### src/rtl/fft_ctrl_pkg.sv
// Shared types and helpers for the radix-2 FFT butterfly sequencer.
// bfly_addr is a width-generic reference for butterfly addressing.
package fft_ctrl_pkg;

  localparam int STAGE_W   = 4;
  localparam int MAX_LOG2N = 10;

  typedef enum logic [2:0] {
    ST_IDLE,
    ST_ISSUE,
    ST_WAIT,
    ST_WRITE,
    ST_RELEASE,
    ST_DONE
  } state_e;

  typedef struct packed {
    logic [MAX_LOG2N-1:0] addr_a;
    logic [MAX_LOG2N-1:0] addr_b;
    logic [MAX_LOG2N-2:0] tw_idx;
  } bfly_t;

  // Addresses are computed at the widest legal size; callers keep the low bits.
  function automatic bfly_t bfly_addr(input int unsigned          log2n,
                                      input logic [STAGE_W-1:0]   stage,
                                      input logic [MAX_LOG2N-2:0] b);
    bfly_t                r;
    logic [MAX_LOG2N-1:0] b_w;
    logic [MAX_LOG2N-1:0] half;
    logic [MAX_LOG2N-1:0] j;
    logic [MAX_LOG2N-1:0] tw_w;
    b_w      = {1'b0, b};
    half     = MAX_LOG2N'(1) << stage;
    j        = b_w & (half - MAX_LOG2N'(1));
    r.addr_a = ((b_w >> stage) << (stage + STAGE_W'(1))) | j;
    r.addr_b = r.addr_a + half;
    tw_w     = j << (log2n - 1 - 32'(stage));
    r.tw_idx = tw_w[MAX_LOG2N-2:0];
    return r;
  endfunction

endpackage

### src/rtl/fft_addr_gen.sv
// Registered operand-address and twiddle-index generator for one butterfly.
// Loads on entry to ISSUE and holds until the next load or clear.
module fft_addr_gen
  import fft_ctrl_pkg::*;
#(
  parameter int LOG2N = 3
) (
  input  logic               clk,
  input  logic               rst_n,
  input  logic               clear_i,
  input  logic               load_i,
  input  logic [STAGE_W-1:0] stage_i,
  input  logic [LOG2N-2:0]   b_i,
  output logic [LOG2N-1:0]   addr_a_o,
  output logic [LOG2N-1:0]   addr_b_o,
  output logic [LOG2N-2:0]   tw_idx_o
);

  logic [LOG2N-1:0] b_w;
  logic [LOG2N-1:0] half;
  logic [LOG2N-1:0] j;
  logic [LOG2N-1:0] addr_a_d;
  logic [LOG2N-1:0] addr_b_d;
  logic [LOG2N-2:0] tw_idx_d;

  // j < half <= N/2, so its top bit is always clear and tw_idx never overflows.
  always_comb begin
    b_w      = {1'b0, b_i};
    half     = LOG2N'(1) << stage_i;
    j        = b_w & (half - LOG2N'(1));
    addr_a_d = ((b_w >> stage_i) << (stage_i + STAGE_W'(1))) | j;
    addr_b_d = addr_a_d + half;
    tw_idx_d = j[LOG2N-2:0] << (STAGE_W'(LOG2N - 1) - stage_i);
  end

  always_ff @(posedge clk or negedge rst_n) begin
    if (!rst_n) begin
      addr_a_o <= '0;
      addr_b_o <= '0;
      tw_idx_o <= '0;
    end else if (clear_i) begin
      addr_a_o <= '0;
      addr_b_o <= '0;
      tw_idx_o <= '0;
    end else if (load_i) begin
      addr_a_o <= addr_a_d;
      addr_b_o <= addr_b_d;
      tw_idx_o <= tw_idx_d;
    end
  end

endmodule

### src/rtl/fft_butterfly_sequencer.sv
// Stage/butterfly sequencer for an in-place radix-2 DIT FFT; drives the
// twiddle multiplier handshake and one write-back strobe per butterfly.
module fft_butterfly_sequencer
  import fft_ctrl_pkg::*;
#(
  parameter int LOG2N   = 3,
  parameter int TIMEOUT = 15
) (
  input  logic               clk,
  input  logic               rst_n,
  input  logic               start,
  output logic               busy,
  output logic               done,
  output logic               err,
  output logic               mul_en,
  input  logic               mul_ready,
  output logic               mul_cycle_finish,
  output logic [LOG2N-1:0]   addr_a,
  output logic [LOG2N-1:0]   addr_b,
  output logic [LOG2N-2:0]   tw_idx,
  output logic [STAGE_W-1:0] stage,
  output logic               wr_en
);

  localparam int                 BW         = LOG2N - 1;
  localparam int                 TMO_W      = $clog2(TIMEOUT + 1);
  localparam logic [TMO_W-1:0]   TMO_LAST   = TMO_W'(TIMEOUT - 1);
  localparam logic [STAGE_W-1:0] STAGE_LAST = STAGE_W'(LOG2N - 1);
  localparam logic [BW-1:0]      B_LAST     = {BW{1'b1}};

  state_e             state_q, state_d;
  logic [STAGE_W-1:0] stage_q, stage_d;
  logic [BW-1:0]      b_q, b_d;
  logic [TMO_W-1:0]   tmo_q, tmo_d;
  logic               err_q, err_d;

  always_comb begin
    // NOTE: every next-state variable gets a default first, so no path leaves one unassigned and no latch is inferred.
    state_d = state_q;
    stage_d = stage_q;
    b_d     = b_q;
    tmo_d   = tmo_q;
    err_d   = err_q;
    case (state_q)
      ST_IDLE: begin
        if (start) begin
          state_d = ST_ISSUE;
          err_d   = 1'b0;
          stage_d = '0;
          b_d     = '0;
        end
      end
      ST_ISSUE: begin
        state_d = ST_WAIT;
        tmo_d   = '0;
      end
      ST_WAIT: begin
        if (mul_ready) begin
          state_d = ST_WRITE;
        end else if (tmo_q == TMO_LAST) begin
          err_d   = 1'b1;
          state_d = ST_DONE;
        end else begin
          tmo_d = tmo_q + TMO_W'(1);
        end
      end
      ST_WRITE: begin
        state_d = ST_RELEASE;
        tmo_d   = '0;
      end
      ST_RELEASE: begin
        // mul_ready low means the multiplier has returned to idle.
        if (!mul_ready) begin
          if (b_q != B_LAST) begin
            b_d     = b_q + BW'(1);
            state_d = ST_ISSUE;
          end else if (stage_q != STAGE_LAST) begin
            b_d     = '0;
            stage_d = stage_q + STAGE_W'(1);
            state_d = ST_ISSUE;
          end else begin
            b_d     = '0;
            stage_d = '0;
            state_d = ST_DONE;
          end
        end else if (tmo_q == TMO_LAST) begin
          err_d   = 1'b1;
          state_d = ST_DONE;
        end else begin
          tmo_d = tmo_q + TMO_W'(1);
        end
      end
      ST_DONE: begin
        state_d = ST_IDLE;
        stage_d = '0;
        b_d     = '0;
      end
      default: state_d = ST_IDLE;
    endcase
  end

  always_ff @(posedge clk or negedge rst_n) begin
    if (!rst_n) begin
      state_q <= ST_IDLE;
      stage_q <= '0;
      b_q     <= '0;
      tmo_q   <= '0;
      err_q   <= 1'b0;
    end else begin
      // NOTE: non-blocking assignments so every flop samples pre-edge values together.
      state_q <= state_d;
      stage_q <= stage_d;
      b_q     <= b_d;
      tmo_q   <= tmo_d;
      err_q   <= err_d;
    end
  end

  // Fed with next-state counters so the registered addresses line up with ISSUE.
  fft_addr_gen #(
    .LOG2N(LOG2N)
  ) u_addr_gen (
    .clk      (clk),
    .rst_n    (rst_n),
    .clear_i  (state_d == ST_IDLE),
    .load_i   (state_d == ST_ISSUE),
    .stage_i  (stage_d),
    .b_i      (b_d),
    .addr_a_o (addr_a),
    .addr_b_o (addr_b),
    .tw_idx_o (tw_idx)
  );

  assign busy             = (state_q != ST_IDLE);
  assign done             = (state_q == ST_DONE);
  assign mul_en           = (state_q == ST_ISSUE);
  assign mul_cycle_finish = (state_q == ST_WRITE);
  assign wr_en            = (state_q == ST_WRITE);
  assign err              = err_q;
  assign stage            = stage_q;

endmodule

### config.mk
export PLATFORM = sky130hd
export DESIGN_NAME = fft_butterfly_sequencer
export DESIGN_NICKNAME = d
export VERILOG_FILES = /design/src/rtl/fft_ctrl_pkg.sv /design/src/rtl/fft_addr_gen.sv /design/src/rtl/fft_butterfly_sequencer.sv
export SDC_FILE = /design/constraint.sdc
export NUM_CORES = 1
export LEC_CHECK = 0
export ABC_CLOCK_PERIOD_IN_PS = 7730
export CELL_PAD_IN_SITES_DETAIL_PLACEMENT = 0
export CELL_PAD_IN_SITES_GLOBAL_PLACEMENT = 1
export CORE_MARGIN = 10
export CORE_UTILIZATION = 44
export CTS_CLUSTER_SIZE = 30
export DETAILED_ROUTE_END_ITERATION = 6
export GPL_ROUTABILITY_DRIVEN = 0
export PLACE_DENSITY = 0.85
export SLEW_MARGIN = 20
export SYNTH_ARGS = -nofsm -noshare
export SYNTH_HDL_FRONTEND = slang
export SYNTH_HIERARCHICAL = 1
export SYNTH_SLANG_ARGS = --single-unit
### constraint.sdc
create_clock -name clk -period 7.73 [get_ports clk]
set_input_delay 0.773 -clock clk [delete_from_list [all_inputs] [get_ports clk]]
set_output_delay 0.773 -clock clk [all_outputs]
set_load 0.03 [all_outputs]
## Yosys cells after proc, flatten, opt, wreduce, memory -nomap -nowiden

Cells that the tools add are included.

| cells by class | value |
|---|---|
| $add $sub $neg | 7 |
| shift operators | 4 |
| eq/ne operators | 12 |
| bitwise logic cells | 2 |
| muxes and demuxes | 31 |
| reductions and logical operators | 9 |

Operator list:

| cell | number |
|---|---|
| 2-to-1 mux 3 bit | 10 |
| 2-to-1 mux 4 bit | 7 |
| case mux 4 bit (3 select lines) | 2 |
| case mux 3 bit (5 select lines) | 1 |
| adder 4 x 1 -> 4 bit, second input constant | 3 |
| 2-to-1 mux 2 bit | 5 |
| nonzero test 3 bit | 3 |
| != test 2 bit, second input constant | 4 |
| equality test 3 x 1 -> 1 bit, second input constant | 2 |
| equality test 3 x 2 -> 1 bit, second input constant | 2 |
| equality test 3 bit, second input constant | 2 |
| zero test 3 bit | 2 |
| case mux 2 bit (3 select lines) | 1 |
| equality test 4 bit, second input constant | 1 |
| 2-to-1 mux 1 bit | 4 |
| != test 4 x 2 -> 1 bit, second input constant | 1 |
| AND reduction 4 bit | 1 |
| << shifter 1 x 4 -> 3 bit, first input constant | 1 |
| << shifter 2 x 4 -> 2 bit | 1 |
| << shifter 3 x 4 -> 3 bit | 1 |
| right shift 2 x 4 -> 3 bit | 1 |
| subtractor 2 x 4 -> 4 bit, first input constant | 1 |
| adder 3 bit | 1 |
| bitwise AND 2 x 3 -> 3 bit | 1 |
| 7 further kinds | 7 |

| storage, ports and cells | value |
|---|---|
| output and inout bits | 18 |
| input port bits | 4 |
| bits in registers | 22 |
| logic and storage cells | 73 |

## Logic depth before layout (Yosys ltp)

| depth | value |
|---|---|
| word-level depth | 12 |
| mapped depth | 12 |
| depth with buffers taken out | 12 |

## Cells and area by module

Netlist, hierarchy kept.

Modules (own cells, without submodules):

| module | times used | area each (µm²) | seq. area each (µm²) | cells an instance |
|---|---|---|---|---|
| fft_butterfly_sequencer | 1 | 962.2 | 350.3 | 103 |
| fft_addr_gen | 1 | 555.5 | 200.2 | 61 |

## Worst setup path after synthesis

No wires, ideal clock.

| timing path | value |
|---|---|
| kind | input port to flip-flop |
| from | input mul_ready |
| to | register u_addr_gen.addr_b_o[2] |
| buffers on the path | 0 |
| library setup time | 104 ps |
| data required time | 7,626 ps |
| path slack | 4,665 ps |
| data arrival time | 2,962 ps |
| stages on the path | 10 |
| cells stage by stage | and4b_1 > a211o_1 > o211ai_1 > or3_4 > o21ai_2 > o31ai_2 > ha_1 > fa_1 > xor2_1 > o311ai_1 |

| on the way | value |
|---|---|
| word-level cells in the longest chain between the ends | 9 |
| elaborated cells between the ends (all ways) | 20 |
| those cells by class | add/sub: 3; eq/ne: 1; shift: 3; mux: 9; bitwise: 2; reduce/logical: 2 |

Ends and longest elaborated chain:

| element | RTL line | source |
|---|---|---|
| start: declaration | fft_butterfly_sequencer.sv:16 | `input logic mul_ready,` |
| 2-to-1 mux 4 bit * | fft_butterfly_sequencer.sv:73 | `if (!mul_ready) begin` |
| case mux 4 bit (3 select lines) * | fft_butterfly_sequencer.sv:44 | `case (state_q)` |
| named net stage_d[3] | fft_butterfly_sequencer.sv:32 | `logic [STAGE_W-1:0] stage_q, stage_d;` |
| parallel branches: the longest is 4 deep, another holds adder 4 x 1 -> 4 bit | n/a |  |
| adder 3 bit * | fft_addr_gen.sv:32 | `addr_b_d = addr_a_d + half;` |
| 2-to-1 mux 3 bit * | fft_addr_gen.sv:45 | `end else if (load_i) begin` |
| 2-to-1 mux 3 bit * | fft_addr_gen.sv:41 | `end else if (clear_i) begin` |
| end signal: assignment | fft_addr_gen.sv:47 | `addr_b_o <= addr_b_d;` |
| end: declaration | fft_addr_gen.sv:15 | `output logic [LOG2N-1:0] addr_b_o,` |

Mark *: on every way through the listed nets, which the timed path passes. The select of a mux whose other input is x is not followed.
A chain may end at the register's enable or synchronous reset.

## Final worst setup path

Ends and elaborated chain as after synthesis.

==> metrics <==
Synth Net Count=174; area grow syn2layout=17.0%; Non-Filler Instances=227; Synth cell types=55; Num Clock Sinks=22; fin crit share=0.485; EDFF count, synth=0; Setup Skew=0.00546 ns; Top FF cell, synth=dfrtp_1; Via Count=1257; Reg clk slew, reported paths=0.13 ns; critical path class=input pin to flip-flop; first-pass GRT wire length=5800 microns; Tmin final=3.75 ns; Inst Count DP=223; Fin. Hold Viols=0; Post-Syn Instances=164; synthesized cell area=0.00152 sq mm; total global-route track usage=0.112; sequential share of the synthesized area=0.363; top-area cell type share of the netlist area=0.363; Filler cells=328; CTS H-tree depth=1; routed vias/inst=5.54; # IOs=22; TritonRoute pass-1 iters=4; clock buffer depth=2; Starting Density=0.455; die height=78.7 microns; Clk pwr share=0.125; latest clock arrival within the worst-skew pair=0.31 ns; Sw Share=0.456; TNS Setup=0 ns; synth cell count leaders=dfrtp_1 (22), nand2_1 (17), nor2_1 (17); Least-Margin Pin Slew=0.635 ns; # Post-CTS Setup Buffers=0; Critical Path AT=3.96 ns; core area=0.00334 sq mm; Pleak=0.713 nW; First DRT Iteration DRCs=104; DP HPWL=2580 microns; largest net degree at the start of global routing=23; Mapped Avg Cell Area=9.25 sq um; DRC=0; maxcap violations=0; Cell Int Power=278 uW; Hold Path Class=input pin to asynchronous set/reset pin; I/O Buffers=21; row cnt=21; top-count cell post-synth=dfrtp_1; Die Width=78.7 microns; net switching power=234 uW; post-CTS sizing=0; WHS=0.406 ns; Worst VDD drop=0.124 mV; RSZ-0062 raised after global routing=no; ANT cells=0; vias in the first global route=1225; Seq pwr share=0.344; number of CTS-inserted buffers=3; run status=finished, final reports clean; # setup viols final=0; Max Slew Vio Count=0; Worst Setup Start Kind=input pin; Power Dens Cells=288 mW/mm^2; CP Data Required Time=7.94 ns; TritonCTS clock tree=built; CP max FO=9; YS warnings=6; crit end category=flip-flop; Yosys reg bits=22; initial antenna violation count=0; DRT antenna net count=0; top post-synthesis cells by area=dfrtp_1 (36%), nand2_1 (4.2%), nor2_1 (4.2%); grt total ovfl=0; fmax=267 MHz; die area=0.00620 sq mm; asr flop ratio synth=1.00; slew margin rel.=0.575; share of cells above drive strength 1=0.0994; Yosys top cell by area=dfrtp_1; Final nets=192; final WL=3380 microns; clk root buf=clkbuf_4; Comb power frac=0.531; per-cell routed wire length=14.9 microns; CTS Hold Bufs=0
-- power by group through the flow --
stage | sequential [mW] | clock, mW | combinational [mW]
after CTS | 0.176 | 0.0681 | 0.275
final | 0.176 | 0.0639 | 0.272
after detailed placement | 0.178 | 0 | 0.274
after global placement | 0.177 | 0 | 0.267
after global routing | 0.183 | 0.0719 | 0.304
after floorplan | 0.172 | 0 | 0.205
-- worst paths after layout --
check | from | slack, ns | endpoint | cells past startpoint
max in group asynchronous | rst_n | 6.98 | u_addr_gen/tw_idx_o[0]$_DFFE_PN0P_ | 1
min | rst_n | 0.41 | state_q[2]$_DFF_PN0_ | 1
min reg2reg | u_addr_gen/tw_idx_o[0]$_DFFE_PN0P_ | 0.52 | u_addr_gen/tw_idx_o[0]$_DFFE_PN0P_ | 1
max reg2reg | state_q[2]$_DFF_PN0_ | 4.06 | u_addr_gen/addr_b_o[2]$_DFFE_PN0P_ | 10
min in group clk | u_addr_gen/tw_idx_o[0]$_DFFE_PN0P_ | 0.52 | u_addr_gen/tw_idx_o[0]$_DFFE_PN0P_ | 1
max | mul_ready | 3.98 | u_addr_gen/addr_b_o[2]$_DFFE_PN0P_ | 11
-- through the flow --
step | util | worst slack [ns] | power [mW] | area [sq um]
floorplan | - | 4.66 | 0.377 | 1520
global placement | 0.523 | 3.84 | 0.444 | 1740
detailed placement | 0.523 | 3.70 | 0.452 | 1740
CTS | 0.534 | 4.02 | 0.519 | 1780
global route | 0.532 | 3.78 | 0.559 | 1780
finish | 0.532 | 3.98 | 0.512 | 1780
-- routing by layer --
metal	share of wire	wire, microns	global-route usage	vias to the layer above
met5	0	0	0	-
met4	0.0050	17	0.0376	0
met3	0.068	230	0.0349	2
met2	0.44	1500	0.169	20
met1	0.48	1630	0.148	602
li1	-	-	-	633
-- cell families after synthesis --
logic type | Yosys count | synth area share
buf+inv | 15 | 0.0445
mux | 6 | 0.0396
flops | 22 | 0.363
compound gates | 41 | 0.214
xor+xnor | 3 | 0.0173
simple gates | 71 | 0.267
fa+ha+maj | 6 | 0.0544
-- sequential cells by signal, summed over array words and instances, names as in the netlist --
register / cells
stage: 4
tmo_q: 4
state_q: 3
u_addr_gen/addr_a_o: 3
u_addr_gen/addr_b_o: 3
b_q: 2
u_addr_gen/tw_idx_o: 2
err: 1
-- worst max-delay path: stages --
cell and delay (ns):
clkdlybuf4s50_1 0.56, nor2b_1 0.30, a31oi_1 0.12, a31oi_1 0.46, ha_1 0.36, nand2b_1 0.22
o31ai_2 0.10, ha_1 0.21, fa_1 0.38, xor2_1 0.18, o311ai_1 0.29
-- cell type report --
cell class / instances / area, sq um / share of cell area
well taps: 46 / 57.6 / 0.0324
flip-flops and latches: 22 / 551 / 0.310
clock buffers: 4 / 36.3 / 0.0204
inverters: 7 / 26.3 / 0.0148
repair buffers: 21 / 205 / 0.116
multi-input cells: 127 / 900 / 0.507
-- cells in the final DEF (no fill, tap or decap), types with 2 or more instances in the layout --
cell,instances
clkbuf_4,3
a21oi_1,6
clkdlybuf4s50_1,20
nand2b_1,8
inv_1,6
o221ai_1,2
o31ai_2,2
a31oi_1,3
ha_1,5
a32o_1,4
dfrtp_1,22
nor3b_1,2
nor2_1,17
a211oi_2,2
a2bb2oi_1,2
o21ai_1,2
and3_1,2
o211ai_1,3
xnor2_1,2
and2_1,3
nand4_1,3
nor2b_1,4
mux2i_1,6
nand2_1,17
nand3_1,2
o21a_1,2
o21bai_1,2
(Power assumes the default switching activity.)
